--- src/rtl/button_pkg.sv ---
// -----------------------------------------------------------------------------
// button_pkg
// Shared definitions for the button gesture classifier. The game-control FSM
// imports this package as well, so that it can decode the classifier's `state`
// output with the same names.
//
// Contents:
//   btn_state_e  - 3-bit gesture FSM encoding (ST_IDLE .. ST_SECOND_PRESSED)
//   STATE_W      - width of the encoded state
//   ms_to_cycles - converts a duration in milliseconds to clock cycles
// -----------------------------------------------------------------------------
package button_pkg;

  localparam int STATE_W = 3;

  typedef enum logic [STATE_W-1:0] {
    ST_IDLE           = 3'd0,
    ST_PRESSED        = 3'd1,
    ST_LONG_HELD      = 3'd2,
    ST_WAIT_SECOND    = 3'd3,
    ST_SECOND_PRESSED = 3'd4
  } btn_state_e;

  // The divide comes first so that a 50 MHz clock with multi-second
  // durations still fits comfortably in a 32-bit int.
  function automatic int ms_to_cycles(input int clk_hz, input int ms);
    return (clk_hz / 1000) * ms;
  endfunction

endpackage

--- src/rtl/button_press_classifier_level_edge.sv ---
// -----------------------------------------------------------------------------
// level_edge
// Registers the debounced button level and flags its transitions. The edge
// flags compare the live input against the registered copy, so a change on
// `d` is acted on by the edge that samples it.
//
// Ports:
//   clk   in  system clock, rising edge
//   reset in  asynchronous reset, active low
//   d     in  debounced level, 1 = pressed
//   rise  out d is 1 and was 0 on the previous cycle
//   fall  out d is 0 and was 1 on the previous cycle
// -----------------------------------------------------------------------------
module level_edge (
  input  logic clk,
  input  logic reset,
  input  logic d,
  output logic rise,
  output logic fall
);

  logic lvl_q;
  logic lvl_d;

  assign lvl_d = d;

  always_ff @(posedge clk or negedge reset) begin
    if (!reset) begin
      lvl_q <= 1'b0;
    end else begin
      lvl_q <= lvl_d;
    end
  end

  assign rise = d & ~lvl_q;
  assign fall = ~d & lvl_q;

endmodule

--- src/rtl/button_press_classifier.sv ---
// -----------------------------------------------------------------------------
// button_press_classifier
// Turns the debounced level of one button into gesture pulses: short press,
// long press or double press. Exactly one single-cycle pulse is emitted per
// recognised gesture. A short press is only reported once the double-press
// window has expired without a second press.
//
// Parameters:
//   CLK_HZ    system clock frequency in Hz
//   LONG_MS   hold time that makes a press long
//   DOUBLE_MS window after a release in which a second press counts as double
//
// Ports:
//   clk          in   system clock, rising edge
//   reset        in   asynchronous reset, active low
//   db_level     in   debounced button level, 1 = pressed
//   enable       in   0 forces IDLE and suppresses every pulse
//   short_press  out  one-cycle pulse, single short press recognised
//   long_press   out  one-cycle pulse, hold reached the long threshold
//   double_press out  one-cycle pulse, second press released inside window
//   state        out  current gesture state (debug / LED)
//
// State table:
//   state             | meaning
//   ------------------+------------------------------------------------------
//   ST_IDLE           | waiting for a press
//   ST_PRESSED        | first press held, timing towards the long threshold
//   ST_LONG_HELD      | long press already reported, waiting for the release
//   ST_WAIT_SECOND    | first press released, double-press window running
//   ST_SECOND_PRESSED | second press held, released -> double, held -> long
// -----------------------------------------------------------------------------
module button_press_classifier
  import button_pkg::*;
#(
  parameter int CLK_HZ    = 50_000_000,
  parameter int LONG_MS   = 5000,
  parameter int DOUBLE_MS = 300
) (
  input  logic               clk,
  input  logic               reset,
  input  logic               db_level,
  input  logic               enable,
  output logic               short_press,
  output logic               long_press,
  output logic               double_press,
  output logic [STATE_W-1:0] state
);

  localparam int LONG_CYC   = ms_to_cycles(CLK_HZ, LONG_MS);
  localparam int DOUBLE_CYC = ms_to_cycles(CLK_HZ, DOUBLE_MS);
  localparam int CNT_W      = $clog2(LONG_CYC);

  // Terminal counts: the decision is taken while cnt holds TC and lands in
  // the output registers on the next edge, so the pulse appears exactly
  // LONG_CYC / DOUBLE_CYC edges after the state was entered.
  localparam logic [CNT_W-1:0] LONG_TC   = CNT_W'(LONG_CYC - 1);
  localparam logic [CNT_W-1:0] DOUBLE_TC = CNT_W'(DOUBLE_CYC - 1);

  if (!(LONG_CYC > DOUBLE_CYC && DOUBLE_CYC >= 2)) begin : g_param_check
    $error("button_press_classifier: need LONG_CYC > DOUBLE_CYC >= 2");
  end

  // ---------------------------------------------------------------------------
  // Level register and edge flags
  // ---------------------------------------------------------------------------
  logic rise;
  logic fall;

  level_edge u_edge (
    .clk   (clk),
    .reset (reset),
    .d     (db_level),
    .rise  (rise),
    .fall  (fall)
  );

  // ---------------------------------------------------------------------------
  // State, counter and pulse registers
  // ---------------------------------------------------------------------------
  btn_state_e       state_q, state_d;
  logic [CNT_W-1:0] cnt_q, cnt_d;
  logic             short_q, short_d;
  logic             long_q, long_d;
  logic             double_q, double_d;

  always_ff @(posedge clk or negedge reset) begin
    if (!reset) begin
      state_q  <= ST_IDLE;
      cnt_q    <= '0;
      short_q  <= 1'b0;
      long_q   <= 1'b0;
      double_q <= 1'b0;
    end else begin
      state_q  <= state_d;
      cnt_q    <= cnt_d;
      short_q  <= short_d;
      long_q   <= long_d;
      double_q <= double_d;
    end
  end

  // ---------------------------------------------------------------------------
  // Next-state and pulse decisions
  // ---------------------------------------------------------------------------
  logic timed_state;

  always_comb begin
    state_d  = state_q;
    short_d  = 1'b0;
    long_d   = 1'b0;
    double_d = 1'b0;

    case (state_q)
      ST_IDLE: begin
        if (rise) begin
          state_d = ST_PRESSED;
        end
      end

      // A release on the threshold cycle is tested first, so it wins over
      // the long press.
      ST_PRESSED: begin
        if (fall) begin
          state_d = ST_WAIT_SECOND;
        end else if (db_level && (cnt_q == LONG_TC)) begin
          state_d = ST_LONG_HELD;
          long_d  = 1'b1;
        end
      end

      ST_LONG_HELD: begin
        if (fall) begin
          state_d = ST_IDLE;
        end
      end

      // A press on the timeout cycle is tested first: it becomes the second
      // press of a double and the short press is never reported.
      ST_WAIT_SECOND: begin
        if (rise) begin
          state_d = ST_SECOND_PRESSED;
        end else if (cnt_q == DOUBLE_TC) begin
          state_d = ST_IDLE;
          short_d = 1'b1;
        end
      end

      // Holding the second press long enough turns the gesture into a long
      // press; the pending double press is dropped.
      ST_SECOND_PRESSED: begin
        if (fall) begin
          state_d  = ST_IDLE;
          double_d = 1'b1;
        end else if (db_level && (cnt_q == LONG_TC)) begin
          state_d = ST_LONG_HELD;
          long_d  = 1'b1;
        end
      end

      default: begin
        state_d = ST_IDLE;
      end
    endcase

    // Disable overrides everything decided above, including a pulse that
    // would have fired this cycle. The level register keeps tracking, so a
    // button still held when enable returns produces no rise.
    if (!enable) begin
      state_d  = ST_IDLE;
      short_d  = 1'b0;
      long_d   = 1'b0;
      double_d = 1'b0;
    end
  end

  // Only the three timed states run the counter. Every one of them leaves on
  // or before its terminal count, so the counter cannot wrap; the untimed
  // states park it at zero.
  assign timed_state = (state_q == ST_PRESSED)     ||
                       (state_q == ST_WAIT_SECOND) ||
                       (state_q == ST_SECOND_PRESSED);

  always_comb begin
    cnt_d = '0;
    if ((state_d == state_q) && timed_state) begin
      cnt_d = cnt_q + CNT_W'(1);
    end
  end

  // ---------------------------------------------------------------------------
  // Outputs
  // ---------------------------------------------------------------------------
  assign short_press  = short_q;
  assign long_press   = long_q;
  assign double_press = double_q;
  assign state        = state_q;

endmodule

--- config.mk ---
export PLATFORM = sky130hd
export DESIGN_NAME = button_press_classifier
export DESIGN_NICKNAME = d
export VERILOG_FILES = /design/src/rtl/button_pkg.sv /design/src/rtl/button_press_classifier_level_edge.sv /design/src/rtl/button_press_classifier.sv
export SDC_FILE = /design/constraint.sdc
export NUM_CORES = 1
export LEC_CHECK = 0
export ABC_CLOCK_PERIOD_IN_PS = 3520
export CAP_MARGIN = 20
export CORE_MARGIN = 3
export CORE_UTILIZATION = 25
export CTS_BUF_LIST = sky130_fd_sc_hd__clkbuf_4 sky130_fd_sc_hd__clkbuf_8
export DETAILED_ROUTE_END_ITERATION = 10
export GPL_TIMING_DRIVEN = 0
export SLEW_MARGIN = 10
export SYNTH_ARGS = -nofsm -noshare
export SYNTH_HDL_FRONTEND = slang
export SYNTH_SLANG_ARGS = --single-unit
--- constraint.sdc ---
create_clock -name clk -period 3.52 [get_ports clk]
set_input_delay 0.88 -clock clk [delete_from_list [all_inputs] [get_ports clk]]
set_output_delay 0.88 -clock clk [all_outputs]
set_load 0.05 [all_outputs]
# [Yosys cells after proc, flatten, opt, wreduce, memory -nomap -nowiden]
# Cells that the tools add are included.
[totals] inputBits=4 regBits=35 wordCells=45
[classes] eq_ne=7 n_reduce_logical=6 bitwise=4 n_addsub=1 n_mux=21
[op_table] op="adder 28 x 1 -> 28 bit (second input constant)" n=1
[op_table] op="equality test 28 x 24 -> 1 bit (second input constant)" n=1
[op_table] op="equality test 28 bit (second input constant)" n=1
[op_table] op="two-way mux 28 bit" n=1
[op_table] op="two-way mux 3 bit" n=8
[op_table] op="case mux 3 bit (5 select lines)" n=1
[op_table] op="two-way mux 1 bit" n=11
[op_table] op="equality test 3 x 2 -> 1 bit (second input constant)" n=2
[op_table] op="equality test 3 x 1 -> 1 bit (second input constant)" n=1
[op_table] op="equality test 3 bit" n=1
[op_table] op="equality test 3 bit (second input constant)" n=1
[op_table] op="zero test 3 bit" n=1
[op_table] op="AND 1 bit" n=2
[op_table] op="logical AND 1 bit" n=2
[op_table] op="logical OR 1 bit" n=2
[op_table] op="inverter 1 bit" n=2
[op_table] op="OR reduction 2 bit" n=1

# [Longest topological paths before layout]
[logic_depth] ltp_word=9 mapped_depth=7 ltp_nobuf=6

# [By module]
# Synthesis repeated with hierarchy kept, for this count alone.
[unflattened] hier_cells=185 area_unflattened_um2=1795.5
[by_module_without_submodules] module="button_press_classifier" area_each_um2=1755.4 instances=1 cells_each=182 seq_area_each_um2=850.8
[by_module_without_submodules] module="level_edge" area_each_um2=40.0 instances=1 cells_each=3 seq_area_each_um2=25.0

# [Least setup slack after synthesis]
# OpenSTA, ideal clock, no wires.
[synth_path] kind="input-to-reg" from="input db_level" to="register cnt_q[10]" setup_time_ps=134 setup_slack_ps=1183 stages=4 t_arrival_ps=2202 required_ps=3386 path_cell_list="nand2b_1 -> o311ai_1 -> clkbuf_1 -> nor3_1"
[synth_between] elab_chain_cells=8 elab_cells_between_ends=15
[synth_rtl] item="start: declaration" line="button_press_classifier.sv:41" source="input logic db_level,"
[synth_rtl] item="logical AND 1 bit / inverter 1 bit (equally long branches)" line="button_press_classifier.sv:125, button_press_classifier.sv:154, button_press_classifier_level_edge.sv:36"
[synth_rtl] item="two-way mux 3 bit / AND 1 bit (equally long branches)" line="button_press_classifier.sv:125, button_press_classifier.sv:154, button_press_classifier_level_edge.sv:36"
[synth_rtl] item="two-way mux 3 bit (on tied branches)" line="button_press_classifier.sv:151, button_press_classifier.sv:123, button_press_classifier.sv:132"
[synth_rtl] item="case mux 3 bit (5 select lines) (*)" line="button_press_classifier.sv:113" source="case (state_q)"
[synth_rtl] item="two-way mux 3 bit (*)" line="button_press_classifier.sv:168" source="if (!enable) begin"
[synth_rtl] item="equality test 3 bit (*)" line="button_press_classifier.sv:185" source="if ((state_d == state_q) && timed_state) begin"
[synth_rtl] item="logical AND 1 bit (*)" line="button_press_classifier.sv:185"
[synth_rtl] item="two-way mux 28 bit (*)" line="button_press_classifier.sv:185"
[synth_rtl] item="named net cnt_d[10]" line="button_press_classifier.sv:81" source="logic [CNT_W-1:0] cnt_q, cnt_d;"
[synth_rtl] item="end signal: assignment" line="button_press_classifier.sv:95" source="cnt_q <= cnt_d;"
[synth_rtl] item="end: declaration" line="button_press_classifier.sv:81"
# Mark *: on every way through the listed nets, which the timed path passes. The rest lies on a longest branch.

# [Worst setup path after layout]
[layout_path] from="input db_level" to="register cnt_q[26]"
# The elaborated chain is that of the path after synthesis.

==> results.sh <==
export IMPL_critPathLaunchType="primary input"
export IMPL_worstPathMaxFanout=10
export IMPL_grtUsageMet3_pct=2.84
export IMPL_viasPerCell=4.78
export IMPL_clk_pin_slew_ns=0.07
export IMPL_initial_core_util_pct=26.7
export IMPL_port_buffers=9
export IMPL_fin_crit_sh_pct=82.5
export IMPL_place_gp_congestion=0.825
export IMPL_p_comb_share_pct=6.9
export IMPL_overflow=0
export IMPL_use_met2_pct=16.4
export IMPL_ir_drop_mv=0.109
export IMPL_synth_edf_count=0
export IMPL_cap_violations=0
export IMPL_synth_fp_nets=219
export IMPL_cp_required_ns=3.71
export IMPL_synth_top_cells_by_count="nor3_1, dfrtp_1, xnor2_1"
export IMPL_drtPass1Iterations=4
export IMPL_grt_usage_pct=10.3
export IMPL_timing_fmax_mhz=344
export IMPL_cpMaxStageDelayCell="clkdlybuf4s50_1"
export IMPL_clock_root_buffer="clkbuf_8"
export IMPL_tns_ns=0
export IMPL_total_power_w=0.000757
export IMPL_hold_buffers=0
export IMPL_area_growth_syn_to_layout_pct=16.2
export IMPL_drt_iter0_drc=53
export IMPL_grt_pass1_vias=1573
export IMPL_antenna_found_initial=0
export IMPL_die_h_um=95.4
export IMPL_worst_path_largest_cell_delay_ns=0.59
export IMPL_avgSynthCellArea_um2=9.34
export IMPL_post_cts_buffers=0
export IMPL_p_clk_share_pct=39.4
export IMPL_insertion_delay_ns=0.29
export IMPL_synth_top_area_share_pct=43.8
export IMPL_met1_usage_pct=13.7
export IMPL_ys_top_cells_by_area="dfrtp_1, nor3_1, xnor2_1"
export IMPL_grt_busiest_layer="met2"
export IMPL_powerDensity_nw_per_um2=326
export IMPL_crit_buf_inv=2
export IMPL_clockBufferDepth=2
export IMPL_cp_cell_sequence="clkdlybuf4s50_1, nor2b_1, o31a_1, a311oi_1, o311ai_2, clkbuf_1, nor3_1"
export IMPL_slew_headroom_pct=44.6
export IMPL_hold_path_class="flop to flop"
export IMPL_crit_path_end_kind="flop"
export IMPL_rsz0062_at_grt="false"
export IMPL_p_int_w=0.000575
export IMPL_vias=1579
export IMPL_finalSetupViolCount=0
export IMPL_p_sw_share_pct=24.0
export IMPL_worst_pin_slew_ns=0.829
export IMPL_power_switching_w=0.000182
export IMPL_io_pins=10
export IMPL_syn_cell_area_um2=2000
export IMPL_skew_ns=0.00876
export IMPL_final_hold_violation_count=0
export IMPL_drc=0
export IMPL_cts_buffers=5
export IMPL_sequentialPowerShare_pct=53.7
export IMPL_critPathKind="primary input to flop"
export IMPL_synth_seq_area_share_pct=43.8
export IMPL_yosysWarnings=0
export IMPL_setup_slack_ns=0.615
export IMPL_routedWlPerCell_um=13.0
export IMPL_ys_types=43
export IMPL_ys_flop_type="dfrtp_1"
export IMPL_dp_hpwl_mm=3.09
export IMPL_antennaDiodeCount=0
export IMPL_core_um2=7490
export IMPL_cp_top_family="compound AO/OA/AOI/OAI gates"
export IMPL_wl_mm=4.30
export IMPL_cellLeakagePower_nw=0.822
export IMPL_status="finished, final reports clean"
export IMPL_fin_crit_ns=2.90
export IMPL_cts_resized=0
export IMPL_core_rowCount=31
export IMPL_cts_htree_levels=2
export IMPL_yosysMostFrequentCell="nor3_1"
export IMPL_dieArea_um2=9100
export IMPL_grt_max_degree=36
export IMPL_synth_seq_cells=35
export IMPL_clkSinkCount=35
export IMPL_grt_pass1_wl_mm=7.45
export IMPL_synthArstFlopShare_pct=100
export IMPL_fin_nets=236
export IMPL_arrival_ns=3.09
export IMPL_synth_top_area_cell="dfrtp_1"
export IMPL_synth_cells=214
export IMPL_final_max_slew_viol_count=0
export IMPL_cts_tree="yes"
export IMPL_die_x_um=95.4
export IMPL_place_worst_setup_slack_ns=0.322
export IMPL_drtAntennaViolNets=0
export IMPL_drive_above_1_share_pct=9.09
## stage by stage
stage	std cells	utilization, %	area, um^2	hold WS [ns]
detailed placement	323	29.9	2230	0.496
finish	330	31.0	2320	0.501
floorplan	214	-	2000	0.461
global placement	322	29.6	2210	0.485
CTS	330	31.0	2320	0.506
global route	330	31.0	2320	0.540
## logic make-up (layout without fill, tap and decap cells)
kind of cell,Yosys count,in the layout,share of synthesized area [%]
AOI/OAI and AO/OA,13,13,5.26
xor gates and xnor gates,27,27,11.8
adders and majority gates,1,1,0.626
buffers and inverters,11,28,2.94
DFF,35,35,43.8
and+or+nand+nor,127,127,35.5
## power by group through the flow
stage                     clock network [W]  registers (W)   logic, W
after floorplan                           0       0.000418  0.0000240
after detailed placement                  0       0.000414  0.0000531
after CTS                          0.000308       0.000406  0.0000534
after global routing               0.000329       0.000406  0.0000586
after global placement                    0       0.000414  0.0000499
final                              0.000298       0.000406  0.0000522
## layout make-up
class	instances	area (um^2)
Fill cell	788	5160
Multi-Input combinational cell	168	1070
Sequential cell	35	876
Tap cell	99	124
Timing Repair Buffer	10	105
Clock buffer	6	82.6
Buffer	8	47.5
Inverter	3	11.3
Clock inverter	1	5.00
## worst register-to-register path, cell delays in order (launching register included)
cell and delay, ns:
dfrtp_1 0.43, or4b_1 0.55, nor4_2 0.35, nand4_1 0.17
o311ai_2 0.27, clkbuf_1 0.43, nor3_1 0.12
## routing by layer
metal  wire length [um]  up-vias
li1                   -      802
met1               2140      757
met2               1980       14
met3                127        6
met4                 46        0
met5                  0        -
## registers in the layout, indices dropped and copies added (netlist names)
signal	flops
state	3
long_press	1
cnt_q	28
u_edge.lvl_q	1
short_press	1
double_press	1
## path summary, 6_finish.rpt
check                                from        end  slack [ns]  cells after the start
worst max-delay path             db_level  cnt_q[26]        0.62                      7
worst max register to register  cnt_q[10]  cnt_q[26]        1.07                      6
max in group asynchronous           reset  cnt_q[24]        2.79                      2
min in group asynchronous           reset   state[1]        0.53                      2
worst min-delay path             cnt_q[0]   cnt_q[0]        0.50                      1
worst min register to register   cnt_q[0]   cnt_q[0]        0.50                      1
## cells in the final DEF, fill, tap and decap left out, types with 3 or more instances in the layout
master	count
nand2_1	19
a21oi_1	3
and3_1	9
nor2b_1	5
inv_1	3
nand3_1	10
xor2_1	7
nor3_1	40
nor2_1	13
dfrtp_1	35
or4_1	3
clkbuf_1	4
nand2b_1	4
clkbuf_8	6
xnor2_1	20
buf_2	3
nor4_1	4
nand4_1	6
clkdlybuf4s50_1	8
Note: power is estimated with default switching activity, not from simulation.
